## config.mk

```make
export PLATFORM = sky130hd
export DESIGN_NAME = cache_ctrl
export DESIGN_NICKNAME = d
export VERILOG_FILES = /design/src/rtl/cache_ctrl.sv
export SDC_FILE = /design/constraint.sdc
export NUM_CORES = 1
export LEC_CHECK = 0
export ABC_CLOCK_PERIOD_IN_PS = 2000
export BUFFER_PORTS_ARGS = -buffer_cell sky130_fd_sc_hd__buf_2
export CAP_MARGIN = 10
export CORE_MARGIN = 5
export CORE_UTILIZATION = 45
export CTS_CLUSTER_DIAMETER = 60
export DETAILED_ROUTE_END_ITERATION = 10
export PLACE_DENSITY = 0.75
export SYNTH_ARGS = -nofsm -noshare
export SYNTH_HDL_FRONTEND = slang
export SYNTH_SLANG_ARGS = --single-unit
export TNS_END_PERCENT = 50
```

## constraint.sdc

```tcl
create_clock -name clk -period 2 [get_ports clk]
set_input_delay 0.4 -clock clk [delete_from_list [all_inputs] [get_ports clk]]
set_output_delay 0.4 -clock clk [all_outputs]
set_load 0.01 [all_outputs]
```

## src/rtl/cache_ctrl.sv

```systemverilog
// cache_ctrl -- miss-handling controller for a direct-mapped, write-back data
// cache (64 lines x 4 words of 16 bits, 5-bit tag, 6-bit index).
//
// Hits are served combinationally with no added stall. A miss latches the
// resident (victim) line, writes it back if dirty (WB), fetches the requested
// line (FILL), and then writes it into the cache for one cycle (UPD). The core
// holds its request throughout, and the request then hits on the next lookup.
//
// Ports:
//   clk, rst                 clock, synchronous active-high reset
//   cpu_addr/re/we/wdata     core load/store request (held while cpu_stall)
//   cpu_rdata, cpu_stall     load data / request-not-done
//   c_addr, c_re, c_we,      cache array control: line address, read/write
//   c_wr_data, c_wdirty        enables, line and dirty bit to write
//   c_hit, c_dirty,          cache array lookup result for c_addr
//   c_rd_data, c_tag_out
//   m_addr, m_re, m_we,      memory line port (registered, glitch-free)
//   m_wdata, m_rdata, m_rdy
//   hit_cnt, miss_cnt        saturating performance counters
module cache_ctrl #(
  parameter int CNT_W = 16
) (
  input  logic             clk,
  input  logic             rst,
  input  logic [12:0]      cpu_addr,
  input  logic             cpu_re,
  input  logic             cpu_we,
  input  logic [15:0]      cpu_wdata,
  output logic [15:0]      cpu_rdata,
  output logic             cpu_stall,
  output logic [10:0]      c_addr,
  output logic [63:0]      c_wr_data,
  output logic             c_wdirty,
  output logic             c_we,
  output logic             c_re,
  input  logic             c_hit,
  input  logic             c_dirty,
  input  logic [63:0]      c_rd_data,
  input  logic [4:0]       c_tag_out,
  output logic [10:0]      m_addr,
  output logic             m_re,
  output logic             m_we,
  output logic [63:0]      m_wdata,
  input  logic [63:0]      m_rdata,
  input  logic             m_rdy,
  output logic [CNT_W-1:0] hit_cnt,
  output logic [CNT_W-1:0] miss_cnt
);

  typedef enum logic [1:0] {IDLE, WB, FILL, UPD} state_t;

  localparam logic [CNT_W-1:0] CNT_ONE = {{(CNT_W-1){1'b0}}, 1'b1};

  state_t      state;
  logic [63:0] victim_line;
  logic [4:0]  victim_tag;
  logic [10:0] req_line;
  logic [63:0] fill_line;
  // Set for the first IDLE cycle after UPD: that lookup is the replay of the
  // request that just missed, so its hit must not be counted.
  logic        post_fill;

  logic        req;
  logic        miss;
  logic [3:0][15:0] rd_words;
  logic [3:0][15:0] wr_words;

  assign req  = cpu_re | cpu_we;
  assign miss = req & ~c_hit;

  // Store merge: resident line with the addressed word replaced.
  always_comb begin
    rd_words = c_rd_data;
    wr_words = rd_words;
    wr_words[cpu_addr[1:0]] = cpu_wdata;
  end

  assign cpu_rdata = rd_words[cpu_addr[1:0]];
  assign m_wdata   = victim_line;

  // Cache-side controls are combinational so a hit costs no cycle.
  // cpu_we wins over cpu_re if both are ever high.
  always_comb begin
    c_addr    = req_line;
    c_re      = 1'b0;
    c_we      = 1'b0;
    c_wdirty  = 1'b0;
    c_wr_data = fill_line;
    cpu_stall = 1'b1;
    case (state)
      IDLE: begin
        c_addr    = cpu_addr[12:2];
        c_re      = req;
        cpu_stall = miss;
        c_wr_data = wr_words;
        if (cpu_we & c_hit) begin
          c_we     = 1'b1;
          c_wdirty = 1'b1;
        end
      end
      UPD:     c_we = 1'b1;
      default: ;
    endcase
  end

  // Miss sequencer; memory-port controls are registered on each transition.
  always_ff @(posedge clk) begin
    if (rst) begin
      state       <= IDLE;
      victim_line <= '0;
      victim_tag  <= '0;
      req_line    <= '0;
      fill_line   <= '0;
      post_fill   <= 1'b0;
      hit_cnt     <= '0;
      miss_cnt    <= '0;
      m_re        <= 1'b0;
      m_we        <= 1'b0;
      m_addr      <= '0;
    end else begin
      case (state)
        IDLE: begin
          post_fill <= 1'b0;
          if (req & c_hit & ~post_fill & (hit_cnt != '1))
            hit_cnt <= hit_cnt + CNT_ONE;
          if (miss) begin
            victim_line <= c_rd_data;
            victim_tag  <= c_tag_out;
            req_line    <= cpu_addr[12:2];
            if (miss_cnt != '1) miss_cnt <= miss_cnt + CNT_ONE;
            if (c_dirty) begin
              state  <= WB;
              m_we   <= 1'b1;
              m_addr <= {c_tag_out, cpu_addr[7:2]};
            end else begin
              state  <= FILL;
              m_re   <= 1'b1;
              m_addr <= cpu_addr[12:2];
            end
          end
        end
        WB: if (m_rdy) begin
          state  <= FILL;
          m_we   <= 1'b0;
          m_re   <= 1'b1;
          m_addr <= req_line;
        end
        FILL: if (m_rdy) begin
          state     <= UPD;
          m_re      <= 1'b0;
          fill_line <= m_rdata;
        end
        UPD: begin
          state     <= IDLE;
          post_fill <= 1'b1;
        end
        default: state <= IDLE;
      endcase
    end
  end

endmodule
```

==> impl_metrics.tcl, run 1 <==
set metrics [dict create \
    layout-drive-gt1-share_pct 38.5 \
    fin_nets 1676 \
    synth_flop_cell "dfxtp_1" \
    core_um2 20000 \
    dr.max_layer_used "met5" \
    multi_input_area_um2 5230 \
    slew_viol_final 0 \
    startpoint_type "flip-flop" \
    postCtsHoldBufs 0 \
    grt-ovfl-total 0 \
    grt_pass1_vias 9252 \
    clk_latency_ns 0.43 \
    synth_area_leaders "dfxtp_1, nand2_1, a21oi_1" \
    syn_area_um2 9080 \
    dpl_cell_area_um2 11400 \
    outcome "finished with violations" \
    end_kind "primary output" \
    synth_edf_count 0 \
    yosysMostFrequentCell "nand2_1" \
    layout_setup_ws_ns -0.188 \
    skew_ns 0.0123 \
    fin_util_pct 63.3 \
    drt-vias-per-instance 5.52 \
    finalCriticalPeriod_ns 2.19 \
    syn_nets 1311 \
    clock-sinks 187 \
    cts_tree "built" \
    cp.arrival_ns 1.79 \
    wl_met1_um 15300 \
    leakagePower_nw 5.56 \
    fp.dieH_um 152 \
    syn2layout_area_growth_pct 39.7 \
    initial_core_util_pct 45.3 \
    cts-root-buf "clkbuf_16" \
    drt_iter0_drc 891 \
    synth_top_area_share_pct 41.2 \
    peakVddDrop_v 0.000720 \
    wirelength_um 38600 \
    grt_max_degree 65 \
    grt_pass1_wl_um 55300 \
    setup.worst_path.class "flip-flop to primary output" \
    synth.distinct_cells 49 \
    drc 0 \
    r2r_slack_ns -0.01 \
    ys_seq_area_share_pct 41.2 \
    clock_path_buffers 2 \
    cp_max_fo 6 \
    ios 373 \
    slew_headroom_pct 67.0 \
    wl_per_cell_um 21.6 \
    hold_viol_final 0 \
    yosysTopAreaCell "dfxtp_1" \
    violations "setup timing" \
    dieArea_um2 23100 \
    netlist_instances 1134 \
    drtAntennaViolNets 0 \
    gp_congestion 1.01 \
    syn_area_per_cell_um2 8.00 \
    met2_length_um 17800 \
    cap_violations 0 \
    ff_latch_area_um2 3750 \
    grt_setup_unrepaired "true" \
    path_clk_slew_ns 0.08 \
    finalCritPeriodShare_pct 109 \
    htree_levels 4 \
    wl_met3_um 3580 \
    cp_data_required_time_ns 1.60 \
    setup_viol 79 \
    die_w_um 152 \
    dr_total_vias 9862 \
    antenna_found_initial 2 \
    synth.top_cells.by_count "nand2_1, a21oi_1, dfxtp_1" \
    post-place-ws_ns 0.0362 \
    cts_made_buffers 17 \
    portBuffers 372 \
    p_per_area_nw_per_um2 1260 \
    max_freq_mhz 457 \
    ys_async_sr_fraction_pct 0 \
    tightest_slew_ns 0.492 \
    grt_use_total_pct 30.6 \
    ys_ff_latch 187 \
    nFillCells 1821 \
    hold_path.class "primary input to flip-flop" \
    fp-row-count 52 \
    dp_hpwl_um 28400 \
    ys_warn_count 0 \
    final_area_um2 12700 \
    first_pass_iters 5 \
]
[sequential cells by signal, summed over array words and instances, names as in the netlist]
| register | flops |
|---|---|
| hit_cnt | 16 |
| fill_line | 64 |
| state | 2 |
| m_addr | 11 |
| m_wdata | 64 |
| req_line | 11 |
| post_fill | 1 |
| m_re | 1 |
| m_we | 1 |
| miss_cnt | 16 |
[layout make-up]
type / instances / share of cell area [%]
multi-input combinational: 859 / 41.2
sequential: 187 / 29.5
timing repair buffer: 430 / 21.5
clock buffer: 20 / 3.60
tap: 270 / 2.66
clock inverter: 12 / 1.20
inverter: 4 / 0.158
antenna: 4 / 0.0789
[per-layer routing]
| layer | vias up | GRT usage, % |
|---|---|---|
| met5 | - | 0 |
| met4 | 2 | 14.3 |
| met3 | 116 | 8.30 |
| met2 | 547 | 48.9 |
| met1 | 4615 | 38.5 |
| li1 | 4582 | - |
[power breakdown]
part | switching [mW] | leakage (nW) | internal [mW]
registers | 0.280 | 1.52 | 4.20
clock network | 1.62 | 0.294 | 1.96
logic | 4.50 | 3.74 | 3.42
[repair_timing]
action                                  in CTS  in global routing
buffers inserted                             4                  4
pin swaps                                    1                  3
cloned                                       1                  7
endpoints found under the setup margin      76                 78
gates resized for setup                     21                 81
[final timing paths]
path	startpoint	to	cells past startpoint
worst max-delay path	state[1]	c_wr_data[10]	7
worst min-delay path	m_rdata[31]	fill_line[31]	3
worst max register to register	state[1]	miss_cnt[13]	9
worst min register to register	m_wdata[52]	m_wdata[52]	2
[kinds of logic (layout without fill, tap and decap cells)]
kind of cell | Yosys count | after routing | synth area share [%]
AO/OA/AOI/OAI | 239 | 239 | 13.8
other | 0 | 4 | 0
adder cells (fa/ha/maj) | 8 | 8 | 1.10
XOR/XNOR | 25 | 25 | 2.41
multiplexers | 111 | 111 | 14.6
AND/OR/NAND/NOR | 476 | 476 | 22.4
buffers and inverters | 88 | 466 | 4.36
flip-flops | 187 | 187 | 41.2
[worst max-delay path, stage by stage (launching register included)]
cell and delay, ns:
dfxtp_2 0.33, inv_2 0.08, ha_4 0.26, clkbuf_16 0.22, buf_8 0.12, nor2_1 0.04
a21oi_1 0.17, buf_2 0.17
[placed cells by master (no fill, tap or decap), drive strengths merged]
master	count
nand4	7
diode	4
clkbuf	27
nor4	8
o21ai	10
inv	10
mux2	12
nand2	299
or3	2
xnor2	21
o21a	1
a21bo	1
ha	8
nor3b	1
a311oi	3
xor2	4
clkinvlp	2
nor2b	2
a21oi	213
nor2	114
nor3	8
nor4b	3
nand3b	2
o21bai	1
and2	3
and4	6
mux4	16
buf	423
and3	6
o31ai	1
nand3	11
bufinv	2
mux2i	83
clkinv	2
nand2b	2
a31oi	1
or2	1
a211oi	8
and4b	1
dfxtp	187
[per-stage QoR]
step / total power, mW / hold WS [ns] / cells / TNS (ns)
after floorplan: 8.08 / 0.437 / 1134 / 0
after global placement: 10.9 / 0.439 / 1734 / 0
after detailed placement: 10.9 / 0.443 / 1734 / 0
after CTS: 14.8 / 0.186 / 1771 / -7.89
after global routing: 16.7 / 0.195 / 1783 / -14.33
final: 16.0 / 0.198 / 1786 / -9.60
(Power assumes the default switching activity.)
==> run 2: changes to the inputs <==
- SKIP_CTS_REPAIR_TIMING: unset -> 1
==> impl_metrics.tcl, run 2 (same netlist as run 1, synthesis figures left out) <==
set metrics [dict create \
    grt_pass1_vias 9207 \
    clk_latency_ns 0.43 \
    clock-sinks 187 \
    p_per_area_nw_per_um2 1250 \
    grt_pass1_wl_um 55100 \
    slew_headroom_pct 66.0 \
    crit_chain "inv_2 -> ha_4 -> buf_12 -> buf_8 -> nor2_1 -> a21oi_2 -> buf_2" \
    setup_viol 77 \
    finalCriticalPeriod_ns 2.19 \
    slew_viol_final 0 \
    setup.worst_path.class "flip-flop to primary output" \
    crit_slowest_cell "dfxtp_2" \
    final_common_cell "buf_2" \
    clock_path_buffers 2 \
    post-place-ws_ns 0.0362 \
    cp_data_required_time_ns 1.60 \
    initial_core_util_pct 45.3 \
    syn2layout_area_growth_pct 37.4 \
    first_pass_iters 5 \
    fin_nets 1672 \
    final_cell_mix "buf_2, nand2_1, a21oi_1" \
    hold_path.class "primary input to flip-flop" \
    drc 0 \
    cp_max_fo 13 \
    multi_input_area_um2 5120 \
    skew_ns 0.0124 \
    nFillCells 1841 \
    dr_total_vias 9958 \
    drtAntennaViolNets 0 \
    layout_setup_ws_ns -0.192 \
    drt_iter0_drc 870 \
    grt-ovfl-total 0 \
    htree_levels 4 \
    layout-drive-gt1-share_pct 36.2 \
    leakagePower_nw 5.51 \
    cts_tree "built" \
    core_um2 20000 \
    finalCritPeriodShare_pct 110 \
    fin_util_pct 62.2 \
    ff_latch_area_um2 3750 \
    grt_setup_unrepaired "true" \
    startpoint_type "flip-flop" \
    max_freq_mhz 456 \
    gp_congestion 1.01 \
    fp-row-count 52 \
    cp.arrival_ns 1.79 \
    cap_violations 0 \
    ios 373 \
    dieArea_um2 23100 \
    tightest_slew_ns 0.506 \
    wirelength_um 38300 \
    totalPowerFinal_mw 15.5 \
    fp.dieH_um 152 \
    violations "setup timing" \
    cts-root-buf "clkbuf_16" \
    hold_viol_final 0 \
    portBuffers 372 \
    drt-vias-per-instance 5.60 \
    cts_made_buffers 17 \
    wl_per_cell_um 21.6 \
    peakVddDrop_v 0.000720 \
    grt_max_degree 65 \
    die_w_um 152 \
    grt_use_total_pct 30.2 \
    outcome "finished with violations" \
    antenna_found_initial 1 \
    slowest_delay_ns 0.32 \
    dp_hpwl_um 28400 \
    end_kind "primary output" \
    path_clk_slew_ns 0.08 \
]
==> run 2: through the flow <==
step	TNS, ns	std cells	cell area, um2	hold WS, ns
floorplan	0	1134	9080	0.437
global placement	0	1734	11400	0.439
detailed placement	0	1734	11400	0.443
CTS	-17.26	1766	12100	0.186
global route	-13.93	1779	12500	0.198
finish	-8.96	1779	12500	0.196
==> run 2: report_power, final <==
group | internal (mW) | switching (mW) | leakage, nW | total (mW)
Sequential | 4.20 | 0.265 | 1.52 | 4.47
Clock | 1.96 | 1.61 | 0.294 | 3.57
Combinational | 3.17 | 4.34 | 3.69 | 7.50
==> run 2: cell type report <==
cell class,instances,share of cell area (%)
Multi-Input combinational cell,859,41.0
Sequential cell,187,30.0
Clock inverter,12,1.22
Clock buffer,20,3.66
Inverter,4,0.120
Timing Repair Buffer,426,21.2
Antenna cell,1,0.0201
Tap cell,270,2.71
==> run 2: routing by layer <==
layer / part of all wire, % / GRT usage, %
met5: 0 / 0
met4: 5.7 / 13.3
met3: 10 / 8.05
met2: 45 / 48.5
met1: 39 / 38.4
==> run 2: path summary, 6_finish.rpt <==
check | start | end | cells past startpoint | slack, ns
max reg2reg | state[1] | miss_cnt[15] | 8 | 0.07
max | state[1] | c_wr_data[16] | 7 | -0.19
min | m_rdata[31] | fill_line[31] | 3 | 0.20
min reg2reg | m_wdata[52] | m_wdata[52] | 2 | 0.45
==> run 2: worst max-delay path, delay by kind of cell, from the launching register on <==
kind / cells / cell delay, ns
compound gates: 1 / 0.15
flops: 1 / 0.32
simple gates: 1 / 0.07
fa+ha+maj: 1 / 0.24
buf+inv: 4 / 0.57
